File: config.mk
export PLATFORM = sky130hd
export DESIGN_NAME = lea_byte_loader
export DESIGN_NICKNAME = d
export VERILOG_FILES = /design/src/rtl/lea_byte_loader.sv
export SDC_FILE = /design/constraint.sdc
export NUM_CORES = 1
export LEC_CHECK = 0
export BUFFER_PORTS_ARGS = -buffer_cell sky130_fd_sc_hd__buf_2
export CORE_MARGIN = 3
export CORE_UTILIZATION = 39
export CTS_CLUSTER_DIAMETER = 40
export CTS_CLUSTER_SIZE = 14
export DETAILED_ROUTE_END_ITERATION = 16
export GPL_ROUTABILITY_DRIVEN = 0
export PLACE_DENSITY = 0.88
export SETUP_SLACK_MARGIN = 0.2
export SKIP_LAST_GASP = 1
export SYNTH_ARGS = -nofsm -noshare
export SYNTH_HDL_FRONTEND = slang
export SYNTH_SLANG_ARGS = --single-unit
File: constraint.sdc
create_clock -name Clk -period 3.8 [get_ports Clk]
set_input_delay 0.57 -clock Clk [delete_from_list [all_inputs] [get_ports Clk]]
set_output_delay 0.57 -clock Clk [all_outputs]
set_load 0.05 [all_outputs]
File: src/rtl/lea_byte_loader.sv
// Byte-serial loader for the LEA register bank: steers each accepted byte into one
// 8-bit register via a one-hot enable, then holds the full bank until the core acks.
module lea_byte_loader #(
  parameter int NBYTES = 16,
  parameter int CW     = 5
) (
  input  logic              Clk,
  input  logic              Reset,
  input  logic              in_valid,
  input  logic [7:0]        in_data,
  output logic              in_ready,
  input  logic              clear,
  output logic [NBYTES-1:0] reg_ce,
  output logic [7:0]        reg_din,
  output logic              blk_valid,
  input  logic              blk_ack,
  output logic [CW-1:0]     byte_cnt
);

  typedef enum logic {LOAD = 1'b0, FULL = 1'b1} state_t;

  state_t        state_reg, state_next;
  logic [CW-1:0] cnt_reg, cnt_next;
  logic          accept;
  logic          last;

  assign last = (cnt_reg == CW'(NBYTES - 1));

  always_ff @(posedge Clk) begin
    if (Reset) begin
      state_reg <= LOAD;
      cnt_reg   <= '0;
    end else begin
      state_reg <= state_next;
      cnt_reg   <= cnt_next;
    end
  end

  // Reset and clear both gate in_ready, so upstream never loses a byte to them.
  always_comb begin
    state_next = state_reg;
    cnt_next   = cnt_reg;
    in_ready   = 1'b0;
    accept     = 1'b0;
    if (clear) begin
      state_next = LOAD;
      cnt_next   = '0;
    end else begin
      case (state_reg)
        LOAD: begin
          in_ready = ~Reset;
          accept   = in_valid & ~Reset;
          if (accept) begin
            if (last) begin
              cnt_next   = '0;
              state_next = FULL;
            end else begin
              cnt_next = cnt_reg + CW'(1);
            end
          end
        end
        FULL: begin
          if (blk_ack) state_next = LOAD;
        end
        default: state_next = LOAD;
      endcase
    end
  end

  // Bit k fires only when the accepted byte belongs to register k.
  for (genvar gi = 0; gi < NBYTES; gi++) begin : g_ce
    assign reg_ce[gi] = accept && (cnt_reg == CW'(gi));
  end

  assign reg_din   = in_data;
  assign blk_valid = (state_reg == FULL);
  assign byte_cnt  = cnt_reg;

endmodule

==> flow_summary.ini <==
[global_route]
grt_pass1_vias = 495
grt_pass1_wl_mm = 2.125
track_usage_pct = 14.88
antenna_found_initial = 0
gr-total-overflow = 0
grt_max_degree = 12

[min_path]
worstHoldPathType = reg2reg
whs_path_depth = 1

[clocking]
htreeDepth = 1
clk_path_buf_depth = 2
clk_latency_ps = 240
cts_resized = 0
clkTransAtPathRegs_ps = 50
cts_sinks = 6
cts_tree = done
cts_setup_buffers = 0
clock-root-buffer = clkbuf_4
cts_buffers = 3
ctsHoldBuffers = 0

[synth]
syn_inst = 70
syn_area_per_cell_sq_um = 7.328
yosysWarnings = 0
async_flop_share_pct = 0
ys_types = 23
ys_ff_latch = 6
synth_enable_flop_cells = 0
synth_ff_type = dfxtp_1
syn_area_sq_um = 513.0
ys_seq_area_share_pct = 23.41
syn-num-nets = 87

[floorplanning]
rows = 12
dieHeight_microns = 42.27
die_w_microns = 42.27
start_util_pct = 43.80
core_sq_um = 1171
die_area_sq_um = 1786
pin_count = 44

[run_status]
outcome = finished, final reports clean

[route]
first_iter_violations = 8
route.detailed.drc = 0
drt-total-wl_mm = 1.243
met3WireLength_microns = 121
routed-wl-met2_microns = 577
m1WireLength_microns = 529
drtPass1Iterations = 4
postRouteAntennaNets = 0
highest_layer = met4
num_vias = 548
drt-vias-per-instance = 5.320
wire_per_inst_microns = 12.07

[final_layout]
seq_area_sq_um = 120.1
diodes = 0
area.growth.synth_to_final_pct = 20.00
fillers = 115
nets = 108
multiInputGateArea_sq_um = 312.8
layout-drive-gt1-share_pct = 39.33
layout.cells.non_filler = 103
fin_util_pct = 52.56

[place]
dp_slack_ps = 1286
place_inst = 100
io_buffers = 27
dpl.hpwl_microns = 991.1

[setup_path]
cp_data_required_time_ps = 3230
start_kind = input pin
path_class = in2out
cp.arrival_ps = 1980
path_max_fanout = 6
r2r_cells = 3
crit_path_end_kind = output port

[sta]
whs_ps = 524.5
setup_tns_ps = 0
slew_viol_final = 0
hold_violations = 0
max_slew_margin_pct = 59.54
max_slew.worst_pin.slew_ps = 605.6
clock_skew_ps = 3.557
fmax_ghz = 0.3928
rsz0062_at_grt = false
period_share_pct = 66.99
period_minus_slack_ps = 2546
setup_slack_ps = 1254
setup_viol = 0

[flow_run]
drv_cap = 0

[power_and_ir_drop]
seqPwrFrac_pct = 45.4
power.switching_w = 0.00003670
p_leak_nw = 0.2994
comb_power_share_pct = 13.0
intPower_w = 0.0001047
sw_frac_of_total_pct = 25.95
p_per_area_nw_per_um2 = 229.7
vdd_drop_max_uv = 110.8
pwr-share-clk_pct = 41.6
-- power groups by stage --
| stage | registers (W) | clock network (W) | logic (W) |
|---|---|---|---|
| finish | 0.0000642 | 0.0000588 | 0.0000184 |
| global route | 0.0000642 | 0.0000656 | 0.0000202 |
| CTS | 0.0000642 | 0.0000596 | 0.0000183 |
| detailed placement | 0.0000654 | 0 | 0.0000182 |
| global placement | 0.0000654 | 0 | 0.0000178 |
| floorplan | 0.0000667 | 0 | 0.0000340 |
-- cells in the mapped netlist (2+ instances only) --
cell type  number  share of area [%]
nor2_1         14                 10
buf_4           8                 12
dfxtp_1         6                 23
nand3_1         6                5.9
nor3_1          6                5.9
nand2_1         5                3.7
ha_1            4                9.8
nand2b_1        3                3.7
a21oi_1         2                2.0
clkbuf_1        2                1.5
inv_1           2                1.5
-- routing by layer --
metal / GRT usage (%) / vias up
met5: 0 / -
met4: 8.075 / 0
met3: 3.433 / 6
met2: 24.92 / 28
met1: 17.17 / 246
li1: - / 268
-- cell families after synthesis --
| kind of cell | count (synthesis) | share of synthesized area [%] |
|---|---|---|
| simple gates | 39 | 38.29 |
| buf+inv | 13 | 15.61 |
| compound gates | 7 | 11.22 |
| flops | 6 | 23.42 |
| fa+ha+maj | 4 | 9.756 |
| xor+xnor | 1 | 1.708 |
-- final cells by class --
cell class	count	share of cell area, %
clock buffer	3	3.659
inverter	2	1.220
multi-input combinational	51	50.81
sequential	6	19.51
tap	14	2.846
timing repair buffer	27	21.95
-- worst paths after layout --
kind	startpoint	to	slack [ps]
worst max register to register	blk_valid	blk_valid	2380
worst min register to register	byte_cnt[4]	byte_cnt[4]	520
worst max-delay path	Reset	reg_ce[1]	1250
worst min-delay path	byte_cnt[4]	byte_cnt[4]	520
-- sequential cells by signal, indices dropped and copies added (netlist names) --
register   cells
blk_valid      1
byte_cnt       5
-- layout by cell type (no fill, tap or decap) --
cell type and n:
xnor2_1 1, nand3_1 6, or3_4 1, a21oi_1 2, nand2_1 5, dfxtp_1 6
o211a_1 1, nor3_1 6, a21boi_2 1, nor2_1 14, nand2b_1 3, clkbuf_4 3
nor3b_1 1, a21oi_2 1, and4bb_2 1, or3_1 1, inv_1 2, buf_2 27
o21ai_0 1, o31ai_2 1, or3b_1 1, ha_1 4
-- stage by stage --
step	instance area (sq um)	total power, W
2_1_floorplan	513.0	0.0001007
3_3_place_gp	593.1	0.00008320
3_5_place_dp	593.1	0.00008360
4_1_cts	615.6	0.0001421
5_1_grt	615.6	0.0001500
6_report	615.6	0.0001414
-- critical path, stage by stage --
cell and delay, ps:
buf_2 130, nor3b_1 530, nand3_1 260, nor3_1 190, buf_2 290
No activity file was read; power rests on OpenSTA's default activity.
